File: src/rtl/cpu_pkg.sv
// Shared definitions for the fetch sequencer: opcodes, FSM states, IR fields.
package cpu_pkg;

  localparam int unsigned OP_W        = 3;
  localparam int unsigned IR_I_BIT    = 7;
  localparam int unsigned IR_OP_MSB   = 6;
  localparam int unsigned IR_OP_LSB   = 4;
  localparam int unsigned IR_ADDR_MSB = 3;
  localparam int unsigned IR_ADDR_LSB = 0;

  localparam logic [OP_W-1:0] OP_AND = 3'b000;
  localparam logic [OP_W-1:0] OP_ADD = 3'b001;
  localparam logic [OP_W-1:0] OP_LDA = 3'b010;
  localparam logic [OP_W-1:0] OP_STA = 3'b011;
  localparam logic [OP_W-1:0] OP_BUN = 3'b100;
  localparam logic [OP_W-1:0] OP_NOP = 3'b101;
  localparam logic [OP_W-1:0] OP_HLT = 3'b110;
  localparam logic [OP_W-1:0] OP_REG = 3'b111;

  typedef enum logic [3:0] {
    ST_IDLE,
    ST_T0,
    ST_T1,
    ST_T2,
    ST_IND,
    ST_OPND,
    ST_STORE,
    ST_ISSUE,
    ST_HALT
  } state_e;

endpackage

File: src/rtl/fetch_sequencer.sv
// Fetch/decode/operand-fetch/store sequencer driving the 16x8 RAM and issuing
// decoded instructions to the execution unit over a valid/ack handshake.
module fetch_sequencer
  import cpu_pkg::*;
#(
  parameter int unsigned       ADDR_W   = 4,
  parameter int unsigned       DATA_W   = 8,
  parameter logic [ADDR_W-1:0] RESET_PC = '0
) (
  input  logic              clk,
  input  logic              rst,
  input  logic              run,
  output logic              mem_read,
  output logic              mem_write,
  output logic [ADDR_W-1:0] mem_addr,
  output logic [DATA_W-1:0] mem_wdata,
  input  logic [DATA_W-1:0] mem_rdata,
  input  logic [DATA_W-1:0] ac_in,
  output logic              issue_valid,
  output logic [OP_W-1:0]   issue_op,
  output logic [DATA_W-1:0] issue_ir,
  output logic [DATA_W-1:0] issue_dr,
  input  logic              issue_ack,
  output logic [ADDR_W-1:0] pc,
  output logic              halted
);

  state_e              state_q, state_d;
  logic [ADDR_W-1:0]   pc_q, pc_d;
  logic [ADDR_W-1:0]   ar_q, ar_d;
  logic [DATA_W-1:0]   ir_q, ir_d;
  logic [DATA_W-1:0]   dr_q, dr_d;
  logic                mem_read_q, mem_read_d;
  logic                mem_write_q, mem_write_d;
  logic [DATA_W-1:0]   mem_wdata_q, mem_wdata_d;
  logic                issue_valid_q, issue_valid_d;
  logic                halted_q, halted_d;

  logic [OP_W-1:0]     op;
  logic                ind;
  logic [ADDR_W-1:0]   ir_addr;
  logic [ADDR_W-1:0]   rd_addr;
  state_e              end_st;

  assign op      = ir_q[IR_OP_MSB:IR_OP_LSB];
  assign ind     = ir_q[IR_I_BIT];
  assign ir_addr = ADDR_W'(ir_q[IR_ADDR_MSB:IR_ADDR_LSB]);
  assign rd_addr = ADDR_W'(mem_rdata[IR_ADDR_MSB:IR_ADDR_LSB]);
  // END is a decision, not a state: continue if run is still high.
  assign end_st  = run ? ST_T0 : ST_IDLE;

  // Next-state, register updates and registered-output decode.
  always_comb begin
    state_d       = state_q;
    pc_d          = pc_q;
    ar_d          = ar_q;
    ir_d          = ir_q;
    dr_d          = dr_q;
    mem_read_d    = 1'b0;
    mem_write_d   = 1'b0;
    mem_wdata_d   = '0;
    issue_valid_d = 1'b0;
    halted_d      = 1'b0;

    case (state_q)
      ST_IDLE: if (run) state_d = ST_T0;
      ST_T0: begin
        ar_d    = pc_q;
        state_d = ST_T1;
      end
      ST_T1: begin
        ir_d    = mem_rdata;
        pc_d    = pc_q + ADDR_W'(1);
        state_d = ST_T2;
      end
      ST_T2: begin
        ar_d = ir_addr;
        if (ind && (op <= OP_BUN)) begin
          state_d = ST_IND;
        end else begin
          case (op)
            OP_AND, OP_ADD, OP_LDA: state_d = ST_OPND;
            OP_STA:                 state_d = ST_STORE;
            OP_BUN: begin
              pc_d    = ir_addr;
              state_d = end_st;
            end
            OP_NOP:                 state_d = end_st;
            OP_HLT:                 state_d = ST_HALT;
            default: begin
              dr_d    = '0;
              state_d = ST_ISSUE;
            end
          endcase
        end
      end
      ST_IND: begin
        ar_d = rd_addr;
        case (op)
          OP_STA:  state_d = ST_STORE;
          OP_BUN: begin
            pc_d    = rd_addr;
            state_d = end_st;
          end
          default: state_d = ST_OPND;
        endcase
      end
      ST_OPND: begin
        dr_d    = mem_rdata;
        state_d = ST_ISSUE;
      end
      ST_STORE: state_d = end_st;
      ST_ISSUE: if (issue_ack) state_d = end_st;
      ST_HALT:  state_d = ST_HALT;
      default:  state_d = ST_IDLE;
    endcase

    case (state_d)
      ST_T1, ST_IND, ST_OPND: mem_read_d = 1'b1;
      ST_STORE: begin
        mem_write_d = 1'b1;
        mem_wdata_d = ac_in;
      end
      ST_ISSUE: issue_valid_d = 1'b1;
      ST_HALT:  halted_d      = 1'b1;
      default: ;
    endcase
  end

  // State, architectural registers and output flops.
  always_ff @(posedge clk or posedge rst) begin
    if (rst) begin
      state_q       <= ST_IDLE;
      pc_q          <= RESET_PC;
      ar_q          <= '0;
      ir_q          <= '0;
      dr_q          <= '0;
      mem_read_q    <= 1'b0;
      mem_write_q   <= 1'b0;
      mem_wdata_q   <= '0;
      issue_valid_q <= 1'b0;
      halted_q      <= 1'b0;
    end else begin
      state_q       <= state_d;
      pc_q          <= pc_d;
      ar_q          <= ar_d;
      ir_q          <= ir_d;
      dr_q          <= dr_d;
      mem_read_q    <= mem_read_d;
      mem_write_q   <= mem_write_d;
      mem_wdata_q   <= mem_wdata_d;
      issue_valid_q <= issue_valid_d;
      halted_q      <= halted_d;
    end
  end

  assign mem_read    = mem_read_q;
  assign mem_write   = mem_write_q;
  assign mem_addr    = ar_q;
  assign mem_wdata   = mem_wdata_q;
  assign issue_valid = issue_valid_q;
  assign issue_op    = op;
  assign issue_ir    = ir_q;
  assign issue_dr    = dr_q;
  assign pc          = pc_q;
  assign halted      = halted_q;

endmodule
File: config.mk
export PLATFORM = sky130hd
export DESIGN_NAME = fetch_sequencer
export DESIGN_NICKNAME = d
export VERILOG_FILES = /design/src/rtl/cpu_pkg.sv /design/src/rtl/fetch_sequencer.sv
export SDC_FILE = /design/constraint.sdc
export NUM_CORES = 1
export LEC_CHECK = 0
export CAP_MARGIN = 20
export CORE_ASPECT_RATIO = 0.8
export CORE_MARGIN = 2
export CORE_UTILIZATION = 46
export CTS_CLUSTER_DIAMETER = 50
export DETAILED_ROUTE_END_ITERATION = 8
export HOLD_SLACK_MARGIN = 0.06
export PLACE_DENSITY = 0.78
export SLEW_MARGIN = 20
export SYNTH_ARGS = -nofsm -noshare
export SYNTH_HDL_FRONTEND = slang
export SYNTH_SLANG_ARGS = --single-unit
File: constraint.sdc
create_clock -name clk -period 2.2 [get_ports clk]
set_input_delay 0.33 -clock clk [delete_from_list [all_inputs] [get_ports clk]]
set_output_delay 0.33 -clock clk [all_outputs]
set_load 0.05 [all_outputs]
==> Word level (Yosys, flattened, before mapping) <==
Cells that the tools add are included.
{ "op_classes": {"addsub": 1, "magnitude_cmp": 1, "n_eq_ne": 24, "muxes": 20, "reduce_logical": 12} }
{ "op_table": {"columns": ["operator", "n"], "rows": [
  ["$pmux 4 s9", 1],
  ["$eq 4x3->1 const B", 8],
  ["$mux 4", 6],
  ["$mux 8", 3],
  ["$pmux 4 s3", 2],
  ["$pmux 4 s4", 1],
  ["$pmux 8 s2", 1],
  ["$eq 4x2->1 const B", 3],
  ["$eq 3x3->1 const B", 3],
  ["$eq 4x4->1 const B", 2],
  ["$ne 2x2->1 const B", 4],
  ["$reduce_or 7->1", 1],
  ["$eq 3x2->1 const B", 2],
  ["$pmux 3 s2", 1],
  ["$reduce_bool 3->1", 2],
  ["$reduce_or 3->1", 2],
  ["$mux 1", 5],
  ["$add 4x1->4 const B", 1],
  ["$eq 4x1->1 const B", 1],
  ["$logic_not 4->1", 1],
  ["$reduce_and 4->1", 1],
  ["$eq 3x1->1 const B", 1],
  ["$le 3x3->1 const B", 1],
  ["$logic_not 3->1", 1],
  ["other kinds (4)", 4]
]} }
{ "totals": {"register_bits": 40, "inputBits": 20, "wordCells": 68} }

==> Longest topological paths before layout <==
{ "logic_depth": {"ltp_word": 8, "mapped_depth": 6, "depth_no_buf": 4} }

==> Worst setup path after synthesis <==
Ideal clock, no wire load.
{ "synth_timing": {"kind": "register to register", "from": "register ir_q[6], in the netlist issue_ir[6]", "to": "register state_q[0]", "arrival_time_ps": 1913, "t_required_ps": 2076, "slack_ps": 163, "path_stages_with_launch": 7, "path_buffers": 2, "synth_period_minus_slack_ps": 2037, "cell_sequence": "dfrtp_1 > buf_2 > nor3b_2 > nand2b_1 > a32o_1 > buf_2 > or2_1"} }
{ "synth_via": {"elab_chain_cells": 5} }
{ "synth_rtl": {"columns": ["item", "line", "rtl"], "rows": [
  ["start, declared", "fetch_sequencer.sv:31", "logic [DATA_W-1:0] ir_q, ir_d;"],
  ["start signal, assigned", "fetch_sequencer.sv:147", "ir_q <= ir_d;"],
  ["$eq 3x1->1 (tied with other cells)", "fetch_sequencer.sv:81", "case (op)"],
  ["$reduce_or 3->1 / $reduce_or 2->1 (equally long branches)", null, null],
  ["$pmux 4 s4", "fetch_sequencer.sv:81", null],
  ["$mux 4", "fetch_sequencer.sv:78", "if (ind && (op <= OP_BUN)) begin"],
  ["$pmux 4 s9 *", "fetch_sequencer.sv:65", "case (state_q)"],
  ["net state_d[0]", "fetch_sequencer.sv:28", "state_e state_q, state_d;"],
  ["end signal, assigned", "fetch_sequencer.sv:144", "state_q <= state_d;"],
  ["end, declared", "fetch_sequencer.sv:28", null]
]} }
Mark *: on every way through the listed nets, which the timed path passes. The rest lies on a longest branch.
A chain may end at the register's enable or synchronous reset.

==> Final worst setup path <==
{ "layout_timing": {"from": "register ir_q[4], in the netlist issue_ir[4]", "to": "output issue_ir[4]"} }
{ "layout_lines": {"columns": ["item", "line", "rtl"], "rows": [
  ["end, declared", "fetch_sequencer.sv:21", "output logic [DATA_W-1:0] issue_ir,"]
]} }
No word-level cell between the ends.

==> results.yml <==
run_status:
  status: "complete, no violations"
routing:
  drt_iter0_markers: 96
  first_pass_iters: 4
  number_of_design_rule_violations_left_after_detail_routing: 0
  dr_total_vias: 1590
  detail_route.wirelength_mm: 4.833
  post_drt_wl_per_cell_um: 17.64
  final_antenna_net_count: 0
  viasPerCell: 5.803
clock_network:
  cts_setup_buffers: 0
  clk_latency_ns: 0.29
  tritoncts.num_buffers: 5
  clkSinkCount: 40
  cts_max_path_buffers: 2
  cts-htree-levels: 2
  tritoncts: "done"
  cts.clk_slew.worst_paths_ns: 0.08
  ctsRootBufferMaster: "sky130_fd_sc_hd__clkbuf_8"
layout:
  final_layout_size_suffix_gt1_share_pct: 22.58
  num_antenna_cells: 0
  finalNetCount: 237
  fillerInstances: 318
  area_growth_pct: 36.53
floorplanning:
  core_region_area_um2: 4178
  die-height_um: 62.93
  floorplan.die.width_um: 77.67
  fp.dieArea_um2: 4887
  num_rows: 21
  floorplan.io_pins: 59
  floorplan.initialDensity_pct: 47.80
synthesis:
  synthCells: 157
  synth_sequential_area_ratio_pct: 50.13
  mappedNetlistArea_um2: 1997
  ys_async_sr_fraction_pct: 100.0
  synth_enable_flop_cells: 0
  synthesis.area_per_instance_um2: 12.72
  synth_top_area_share_pct: 50.13
  synth.lib_cells_used.distinct: 52
  synthTopCellsByArea: "sky130_fd_sc_hd__dfrtp_1 (50%), sky130_fd_sc_hd__nor4b_2 (6.8%), sky130_fd_sc_hd__mux2_2 (4.5%), sky130_fd_sc_hd__a22o_1 (3.5%), sky130_fd_sc_hd__o21ai_0 (2.0%)"
  yosys_register_bits: 40
  synthesis.nets: 178
  most_frequently_used_flop_master_after_synthesis: "sky130_fd_sc_hd__dfrtp_1"
  yosys.cell_count.top_type: "sky130_fd_sc_hd__dfrtp_1"
  yosys.area.top_type: "sky130_fd_sc_hd__dfrtp_1"
  synth_warnings: 0
  synthTopCellsByCount: "sky130_fd_sc_hd__dfrtp_1 (40), sky130_fd_sc_hd__nor4b_2 (9), sky130_fd_sc_hd__a22o_1 (8), sky130_fd_sc_hd__mux2_2 (8), sky130_fd_sc_hd__o21ai_0 (8)"
placement:
  hpwl_mm: 3.427
  portBuffers: 58
  gp_congestion: 0.8630
critical_path:
  cp_data_arrival_time_ns: 1.79
  critPathLaunchType: "register"
  timing_worst_setup_path_type: "register to output port"
  worst_ep_required_time_ns: 1.87
  path_buf_inv: 2
  category_of_cells_accounting_for_the_largest_share_of_critical_path_delay: "buffers and inverters"
  worstPathMaxFanout: 8
  critical_path.max_stage_delay_ns: 0.80
  crit_chain: "buf_4 -> clkdlybuf4s50_1"
  crit_slowest_cell: "sky130_fd_sc_hd__clkdlybuf4s50_1"
  worst_setup_path_end_kind: "output port"
grt:
  initial_antenna_violation_count: 0
  grt_pass1_wl_mm: 8.142
  grt_use_total_pct: 21.10
  first_global_vias: 1656
  grt_max_degree: 41
  global_route.overflow_total: 0
job:
  drv_cap: 0
timing:
  clock_skew_ns: 0.003687
  fmax_ghz: 0.4708
  timing.final.crit_share_pct: 96.54
  rsz0062_at_grt: "no"
  number_of_hold_violations_in_the_final_report: 0
  slew_viol_final: 0
  worst-slew-pin-transition_ns: 0.6132
  setup_viol: 0
  worst_slew_margin_rel_pct: 59.12
  finalSetupTns_ns: 0
  fin_crit_ns: 2.124
worst_hold_path:
  min_path_type: "primary input to async pin"
what timing repair did:
action	CTS	global route
endpoints found under the setup margin	0	3
hold buffers	0	0
gates resized for setup	0	1
per-stage QoR:
step                      hold WS [ns]  setup slack, ns  utilization [%]  instance area [um^2]  instances
after detailed placement        0.4851           0.1411            62.92                  2629        266
after global placement          0.4849           0.2518            62.92                  2629        266
final                           0.4527          0.07611            65.26                  2726        274
after global routing            0.5257         0.007884            65.26                  2726        274
after CTS                       0.4810          0.07703            65.14                  2721        274
after floorplan                 0.4702           0.1630                -                  1997        157
worst register-to-register path: cells and delay by family (launching register included):
family | cells | cell delay, ns
DFF | 1 | 0.63
and+or+nand+nor | 2 | 0.48
AOI/OAI and AO/OA | 2 | 0.80
cell type report:
| cell class | count | area (um^2) | share of cell area [%] |
|---|---|---|---|
| Sequential cell | 40 | 1001 | 36.71 |
| Clock inverter | 2 | 10.01 | 0.3671 |
| Timing Repair Buffer | 65 | 633.1 | 23.22 |
| Tap cell | 57 | 71.32 | 2.616 |
| Clock buffer | 6 | 82.58 | 3.029 |
| Inverter | 4 | 15.01 | 0.5507 |
| Multi-Input combinational cell | 100 | 913.4 | 33.50 |
cell usage in the layout (no fill, tap or decap), types with 3 or more instances in the layout:
| cell type | count |
|---|---|
| sky130_fd_sc_hd__a22oi_1 | 4 |
| sky130_fd_sc_hd__nor2_1 | 6 |
| sky130_fd_sc_hd__inv_1 | 4 |
| sky130_fd_sc_hd__dfrtp_1 | 40 |
| sky130_fd_sc_hd__a22o_1 | 8 |
| sky130_fd_sc_hd__o21ai_0 | 8 |
| sky130_fd_sc_hd__clkbuf_8 | 6 |
| sky130_fd_sc_hd__nand3_1 | 3 |
| sky130_fd_sc_hd__clkdlybuf4s50_1 | 58 |
| sky130_fd_sc_hd__nand2_1 | 5 |
| sky130_fd_sc_hd__buf_4 | 7 |
| sky130_fd_sc_hd__a2bb2oi_1 | 4 |
| sky130_fd_sc_hd__nor4b_2 | 10 |
| sky130_fd_sc_hd__mux2_2 | 8 |
flip-flops by register name, summed over array words and instances, names as in the netlist:
name and cells:
issue_dr 8, issue_ir 8, mem_wdata 8, mem_addr 4
pc 4, state_q 4, halted 1, issue_valid 1
mem_read 1, mem_write 1
cell families after synthesis:
logic type	Yosys count	share of synthesized area, %
xor+xnor	1	0.4387
fa+ha+maj	1	0.6265
buf+inv	17	4.699
mux	10	5.639
flops	40	50.13
simple gates	41	17.86
compound gates	47	20.62
final timing paths:
kind	from	endpoint	slack, ns	cells past startpoint
worst min-delay path	rst	mem_wdata[7]	0.45	3
max in group asynchronous	rst	mem_wdata[1]	1.38	3
worst max-delay path	issue_ir[4]	issue_ir[4]	0.08	2
min in group clk	issue_dr[3]	issue_dr[3]	0.51	1
worst max register to register	state_q[1]	mem_wdata[3]	0.15	4
worst min register to register	issue_dr[3]	issue_dr[3]	0.51	1
layer usage:
| metal | part of all wire (%) | GRT usage, % |
|---|---|---|
| met1 | 45 | 28.04 |
| met2 | 47 | 32.87 |
| met3 | 5.7 | 5.491 |
| met4 | 2.2 | 8.482 |
| met5 | 0 | 0 |
Power is not shown: default switching activity piles up to over one toggle a cycle in this logic, so the estimate is an artifact.
